===== src/rtl/pipe_pkg.sv =====
// Shared constants and helpers for the elastic pipeline chain.
package pipe_pkg;

  localparam int PIPE_STAGES_DEF = 5;
  localparam int PIPE_WIDTH_DEF  = 32;
  localparam int PIPE_STAGES_MAX = 16;

  function automatic logic [4:0] popcount(input logic [PIPE_STAGES_MAX-1:0] bits);
    logic [4:0] n;
    n = '0;
    for (int i = 0; i < PIPE_STAGES_MAX; i++) begin
      n = n + {4'b0, bits[i]};
    end
    return n;
  endfunction

endpackage


===== src/rtl/pipe_slot.sv =====
// One pipeline stage: a valid bit plus a payload register.
module pipe_slot
  import pipe_pkg::*;
#(
  parameter int WIDTH = PIPE_WIDTH_DEF
) (
  input  logic             clk,
  input  logic             rst_n,
  input  logic             load,
  input  logic             kill,
  input  logic             d_valid,
  input  logic [WIDTH-1:0] d_data,
  output logic             q_valid,
  output logic [WIDTH-1:0] q_data
);

  // NOTE: sequential state is written with <= so every stage samples its
  // neighbour's pre-edge value; blocking here would ripple data in one edge.
  always_ff @(posedge clk or negedge rst_n) begin
    if (!rst_n) begin
      q_valid <= 1'b0;
    end else if (kill) begin
      q_valid <= 1'b0;
    end else if (load) begin
      q_valid <= d_valid;
    end
  end

  // Killed stages keep their stale payload; only the valid bit matters.
  always_ff @(posedge clk or negedge rst_n) begin
    if (!rst_n) begin
      q_data <= '0;
    end else if (load && !kill) begin
      q_data <= d_data;
    end
  end

endmodule


===== src/rtl/elastic_pipe_chain.sv =====
// N-stage elastic register chain with ready backpressure, bubble collapsing,
// range flush and global hold. Stage 0 is youngest, stage STAGES-1 drives out.
module elastic_pipe_chain
  import pipe_pkg::*;
#(
  parameter int STAGES = PIPE_STAGES_DEF,
  parameter int WIDTH  = PIPE_WIDTH_DEF,
  parameter int CNT_W  = $clog2(STAGES + 1),
  parameter int IDX_W  = (STAGES > 1) ? $clog2(STAGES) : 1
) (
  input  logic             clk,
  input  logic             rst_n,
  input  logic             in_valid,
  output logic             in_ready,
  input  logic [WIDTH-1:0] in_data,
  output logic             out_valid,
  input  logic             out_ready,
  output logic [WIDTH-1:0] out_data,
  input  logic             hold,
  input  logic             flush,
  input  logic [IDX_W-1:0] flush_upto,
  output logic [CNT_W-1:0] occupancy
);

  logic [STAGES-1:0] v;
  logic [WIDTH-1:0]  data [STAGES];
  logic [STAGES:0]   rdy;
  logic [STAGES-1:0] load;
  logic [STAGES-1:0] kill;
  logic [STAGES-1:0] d_valid;
  logic [STAGES-1:0] nv;

  // NOTE: every variable gets a default at the top of the block so no path
  // leaves one unassigned, which would otherwise infer a latch.
  always_comb begin
    rdy      = '0;
    load     = '0;
    kill     = '0;
    d_valid  = '0;
    nv       = '0;
    in_ready = 1'b0;

    // A stage can take new content if it is empty or its successor moves.
    rdy[STAGES] = out_ready & ~hold;
    for (int i = STAGES - 1; i >= 0; i--) begin
      rdy[i] = ~v[i] | rdy[i+1];
    end
    in_ready = rdy[0] & ~hold;

    for (int i = 0; i < STAGES; i++) begin
      kill[i] = flush & (i <= int'(flush_upto));
      load[i] = rdy[i] & ~hold;
    end

    // The stage just above a flushed range receives a bubble.
    d_valid[0] = in_valid & in_ready;
    for (int i = 1; i < STAGES; i++) begin
      d_valid[i] = v[i-1] & ~kill[i-1];
    end

    for (int i = 0; i < STAGES; i++) begin
      if (kill[i]) begin
        nv[i] = 1'b0;
      end else if (load[i]) begin
        nv[i] = d_valid[i];
      end else begin
        nv[i] = v[i];
      end
    end
  end

  for (genvar g = 0; g < STAGES; g++) begin : g_stage
    logic [WIDTH-1:0] d_data;

    if (g == 0) begin : g_head
      assign d_data = in_data;
    end else begin : g_body
      assign d_data = data[g-1];
    end

    pipe_slot #(.WIDTH(WIDTH)) u_slot (
      .clk     (clk),
      .rst_n   (rst_n),
      .load    (load[g]),
      .kill    (kill[g]),
      .d_valid (d_valid[g]),
      .d_data  (d_data),
      .q_valid (v[g]),
      .q_data  (data[g])
    );
  end

  assign out_valid = v[STAGES-1] & ~hold;
  assign out_data  = data[STAGES-1];

  // Counting next-state valids keeps occupancy aligned with v after each edge.
  always_ff @(posedge clk or negedge rst_n) begin
    if (!rst_n) begin
      occupancy <= '0;
    end else begin
      occupancy <= CNT_W'(popcount(PIPE_STAGES_MAX'(nv)));
    end
  end

endmodule


===== config.mk =====
export PLATFORM = sky130hd
export DESIGN_NAME = elastic_pipe_chain
export DESIGN_NICKNAME = d
export VERILOG_FILES = /design/src/rtl/pipe_pkg.sv /design/src/rtl/pipe_slot.sv /design/src/rtl/elastic_pipe_chain.sv
export SDC_FILE = /design/constraint.sdc
export NUM_CORES = 1
export LEC_CHECK = 0
export CORE_UTILIZATION = 45
export CTS_CLUSTER_SIZE = 30
export DETAILED_ROUTE_END_ITERATION = 7
export MAX_ROUTING_LAYER = met4
export PLACE_DENSITY_LB_ADDON = 0.12
export REMOVE_ABC_BUFFERS = 1
export SYNTH_ARGS = -nofsm -noshare
export SYNTH_HDL_FRONTEND = slang
export SYNTH_SLANG_ARGS = --single-unit

===== constraint.sdc =====
create_clock -name clk -period 3.1 [get_ports clk]
set_clock_uncertainty 0.1 [all_clocks]
set_input_delay 0.62 -clock clk [delete_from_list [all_inputs] [get_ports clk]]
set_output_delay 0.62 -clock clk [all_outputs]
set_load 0.01 [all_outputs]

Word-level counts from Yosys, hierarchy flattened
Cells that the tools add are included.

storage, ports and cells
  register bits = 168
  output and inout bits = 37
  bits of input ports = 41

cells by class
  $lt $le $gt $ge = 4
  reductions and logical operators = 10
  add/sub/neg operators = 4
  bitwise gates (word level) = 31
  mux-type cells = 10

operators with widths
  kind                count
  $and 1x1->1         16
  $mux 1              10
  $not 1->1           10
  $add 3x1->3         2
  $le 2x3->1 const A  2
  $logic_and 1x1->1   5
  $logic_not 1->1     5
  $or 1x1->1          5
  $add 2x1->3         1
  $le 1x3->1 const A  1
  $le 3x3->1 const A  1
  $add 1x1->2         1

Logic depth before layout (Yosys ltp)
Gate-level depths: netlist of the first run.

  depth after elaboration = 15
  depth in mapped cells = 10
  mapped depth without buffers = 8

Modules after synthesis
A second synthesis of the first run with hierarchy kept.

unflattened totals
  cell total of the unflattened synthesis = 405
  area total of the unflattened synthesis = 7,355.8 um2

modules (own cells, without submodules)
  module              times used  seq. area each (um2)  cells an instance  area each (um2)
  pipe_slot           5           825.8                 72                 1,397.6
  elastic_pipe_chain  1           75.1                  45                 367.9

Worst setup path before layout of the first run
OpenSTA, ideal clock, no wires.

  path kind = input-to-reg
  start point = input port hold
  end point = register occupancy[1]
  cell stages on the path = 10
  data arrival time = 2,641 ps
  path buffers = 2
  setup slack = 233 ps
  library setup time = 126 ps
  path through = clkbuf_1 > buf_1 > nor2_1 > nand2_1 > o21ai_0 > fa_1 > inv_1 > fa_1 > inv_1 > ha_1

RTL lines
  element                        line                                                RTL
  from (decl)                    elastic_pipe_chain.sv:19                            input logic hold,
  $not 1->1 (*)                  elastic_pipe_chain.sv:44, elastic_pipe_chain.sv:52
  $and 1x1->1                    elastic_pipe_chain.sv:44                            rdy[STAGES] = out_ready & ~hold;
  $or 1x1->1 (4 in series)       elastic_pipe_chain.sv:46                            rdy[i] = ~v[i] | rdy[i+1];
  $and 1x1->1 (*)                elastic_pipe_chain.sv:52                            load[i] = rdy[i] & ~hold;
  $mux 1 (*)                     --
  $mux 1 (*)                     elastic_pipe_chain.sv:62                            if (kill[i]) begin
  named net nv[1]                elastic_pipe_chain.sv:31                            logic [STAGES-1:0] nv;
  $add 1x1->2 (*)                pipe_pkg.sv:12                                      n = n + {4'b0, bits[i]};
  $add 2x1->3 (*)                pipe_pkg.sv:12
  $add 3x1->3 (*) (2 in series)  pipe_pkg.sv:12
  to (signal assigned)           elastic_pipe_chain.sv:101                           occupancy <= CNT_W'(popcount(PIPE_STAGES_MAX'(nv)));
  to (decl)                      elastic_pipe_chain.sv:22                            output logic [CNT_W-1:0] occupancy

The timed path passes the listed nets; every way through them passes the cells marked *.
A chain may end at the register's enable or synchronous reset.

Worst setup path after layout of the first run
  start point = input port out_ready
  end point = output port in_ready

between the ends
  longest elaborated chain between the ends = 7

RTL lines
  element                   line                      RTL
  from (decl)               elastic_pipe_chain.sv:17  input logic out_ready,
  $and 1x1->1               elastic_pipe_chain.sv:44
  $or 1x1->1 (5 in series)  elastic_pipe_chain.sv:46
  $and 1x1->1               elastic_pipe_chain.sv:48  in_ready = rdy[0] & ~hold;
  to (decl)                 elastic_pipe_chain.sv:14  output logic in_ready,

No other way between the ends.

==> flow_summary.toml, run 1 <==
[synth]
synth_top_cell_area_share_pct = 64.37
syn_area_mm2 = 0.006531
ys_warn_count = 0
async_reset_ff_share_pct = 100.0
synthTopCellsByArea = "dfrtp_1, mux2_1, mux2_2"
ys.flop_type = "dfrtp_1"
synth-edff-count = 0
synth-simple-area-share_pct = 1.188
yosys.area_share.xor_xnor_pct = 0
syn_avg_cell_area_um2 = 16.79
ys_top_cells_by_count = "dfrtp_1, mux2_1, mux2_2"
seq_area_frac_synth_pct = 64.37
yosysMostFrequentCell = "dfrtp_1"
synthAdderAreaFrac_pct = 0.8046
ys_ff_latch = 168
ys_types = 30
synth_area_leader_cell = "dfrtp_1"
synthMuxAreaShare_pct = 29.31
synth_compound_area_share_pct = 2.299
synth_top_family_by_area = "multiplexers"
synth_cells = 389

[worst_setup_path]
cp_max_fo = 4
critPathMostFrequentCell = "clkdlybuf4s50_1"
critPathSlowestCell = "clkdlybuf4s50_1"
max_stage_delay_ns = 0.57
arrival_ns = 2.17
end_kind = "primary output"
cp_cell_sequence = "clkdlybuf4s50_1 > and4b_1 > a31oi_1 > clkdlybuf4s50_1"
worst-path-buf-inv = 2
crit_family = "buffers and inverters"
path_class = "in2out"
cp.required_ns = 2.38
critPathLaunchType = "input port"
r2r_slack_ns = 0.67
r2r-start = "g_stage[3].u_slot.q_valid"
r2r_cells = 8
r2r_end = "occupancy[1]"

[clock_network]
cts_resized = 0
cts_buffers = 17
htree_levels = 4
root_buffer = "clkbuf_16"
cts_tree = "done"
post_cts_buffers = 0
cts_hold_buf = 0
clk_pin_slew_ns = 0.06
clk_latency_ns = 0.42
clock_path_buffers = 2
cts.sinks = 168

[finish]
ff_latch_area_mm2 = 0.004204
multi_input_area_mm2 = 0.002226
num_antenna_cells = 0
final_util_pct = 58.68
drive_gt1_share_pct = 29.46
fillers = 1085
syn_to_final_growth_pct = 26.17
nNetsFinal = 530

[global_route]
grt_usage_pct = 17.67
gr-total-overflow = 0
grt_max_degree = 63
antenna_found_initial = 0
grt_pass1_vias = 3651
grt_first_pass_wirelength_um = 19080

[route]
detail_route.wl_per_cell_um = 16.52
ant_nets = 0
vias = 3433
routed_wl_um = 11210
viasPerCell = 5.056
drt-initial-drc-count = 156
drc = 0
dr.pass1.iters = 4

[timing]
setup_slack_ns = 0.2124
final-hold-violation-count = 0
slew_headroom_pct = 65.67
finalCritPeriodShare_pct = 93.15
rsz0062_at_grt = "false"
setup_viol = 0
worst_pin_slew_ns = 0.5149
max_clock_freq_mhz = 346.3
post-route-min-period_ns = 2.888
finalMaxSlewViolations = 0

[power_and_ir_drop]
vdd_drop_max_mv = 0.4701
leakage_nw = 3.642
power_density_mw_per_mm2 = 822.2

[place]
numPortBuffers = 77
dp_hpwl_um = 7011
dp_slack_ns = -0.05790
gp_routability_congestion = 0.9156

[die]
core_area_mm2 = 0.01404
die_h_um = 122.5
die_w_um = 122.5
fp.dieArea_mm2 = 0.01500
num_io_pins = 78
initial_utilization_pct = 46.51
rows = 43

[status]
outcome = "finished clean"

[min_path]
hp-class = "in2async"

[flow_run]
drv_cap = 0
[logic make-up after synthesis]
group                      after synthesis
buffers and inverters                   23
DFF                                    168
and+or+nand+nor                         14
muxes                                  160
adders and majority gates                3
AOI/OAI and AO/OA                       21
[worst reg2reg max path, stage by stage, from the launching register on]
cell and delay (ns):
dfrtp_1 0.45, and4b_1 0.27, nor2_1 0.09, o21ai_0 0.16, fa_1 0.57, inv_1 0.05, fa_1 0.35, inv_1 0.06
ha_1 0.22
[placed cells by master (no fill, tap or decap), types with 2 or more instances in the layout]
cell	netlist	layout
nand2_1	3	3
o22a_1	2	2
o22ai_1	3	3
clkbuf_8	0	3
mux2_1	66	66
buf_12	0	6
dfrtp_1	168	168
a21o_1	3	3
mux2_2	64	64
fa_1	2	2
clkinvlp_4	0	2
clkbuf_16	0	17
a21oi_1	3	3
clkbuf_1	1	4
nor2_1	3	3
o21ai_0	5	5
clkinv_2	0	4
buf_4	3	13
bufinv_16	0	2
mux2_4	30	30
nor2b_1	2	2
clkdlybuf4s50_1	0	76
inv_1	5	5
[per-stage QoR]
| stage | hold WS, ns | power (mW) | std cells | setup TNS (ns) | cell area, um^2 |
|---|---|---|---|---|---|
| after detailed placement | 0.3705 | 4.808 | 647 | -0.05790 | 7664 |
| final | 0.05431 | 6.775 | 679 | 0 | 8240 |
| after CTS | 0.06680 | 6.869 | 679 | 0 | 8240 |
| after global placement | 0.3612 | 4.731 | 647 | -0.03613 | 7664 |
| after floorplan | 0.2244 | 4.022 | 371 | -17.69 | 6417 |
| after global routing | 0.08050 | 7.164 | 679 | 0 | 8240 |
[registers in the layout, indices dropped and copies added (netlist names)]
signal                  count
g_stage.u_slot.q_data     160
g_stage.u_slot.q_valid      5
occupancy                   3
[routing by layer]
| metal | global-route usage (%) | part of all wire, % | vias to the layer above | wire (um) |
|---|---|---|---|---|
| li1 | - | - | 1576 | - |
| met1 | 23.24 | 47 | 1769 | 5273 |
| met2 | 26.37 | 48 | 73 | 5381 |
| met3 | 5.019 | 3.7 | 15 | 419 |
| met4 | 5.945 | 1.2 | 0 | 140 |
| met5 | - | 0 | - | 0 |
[power breakdown]
group | leakage (nW) | total [mW] | switching (mW) | internal [mW]
sequential | 2.01 | 3.29 | 0.364 | 2.93
clock | 0.280 | 2.04 | 0.794 | 1.24
combinational | 1.35 | 1.44 | 0.481 | 0.964
total | 3.64 | 6.77 | 1.64 | 5.14
[layout make-up]
type	count	area share [%]
sequential	168	51.02
inverter	5	0.2278
clock inverter	8	1.154
tap	180	2.733
timing repair buffer	96	12.01
clock buffer	24	5.846
multi-input combinational	198	27.01
[worst max-delay path by stage]
| stage | from | endpoint | depth (start not counted) |
|---|---|---|---|
| after global placement | flush_upto[1] | occupancy[1] | 9 |
| after floorplan | flush_upto[2] | g_stage[4].u_slot.q_data[0] | 3 |
| after CTS | out_ready | in_ready | 4 |
| after global routing | out_ready | in_ready | 4 |
| final | out_ready | in_ready | 4 |
| after detailed placement | flush_upto[1] | occupancy[1] | 9 |
No activity file was read; power rests on OpenSTA's default activity.
==> run 2: changes to the inputs <==
- TNS_END_PERCENT: default -> 1
==> results of run 2 <==
The final DEF is identical to that of run 1; final timing and power are the same.
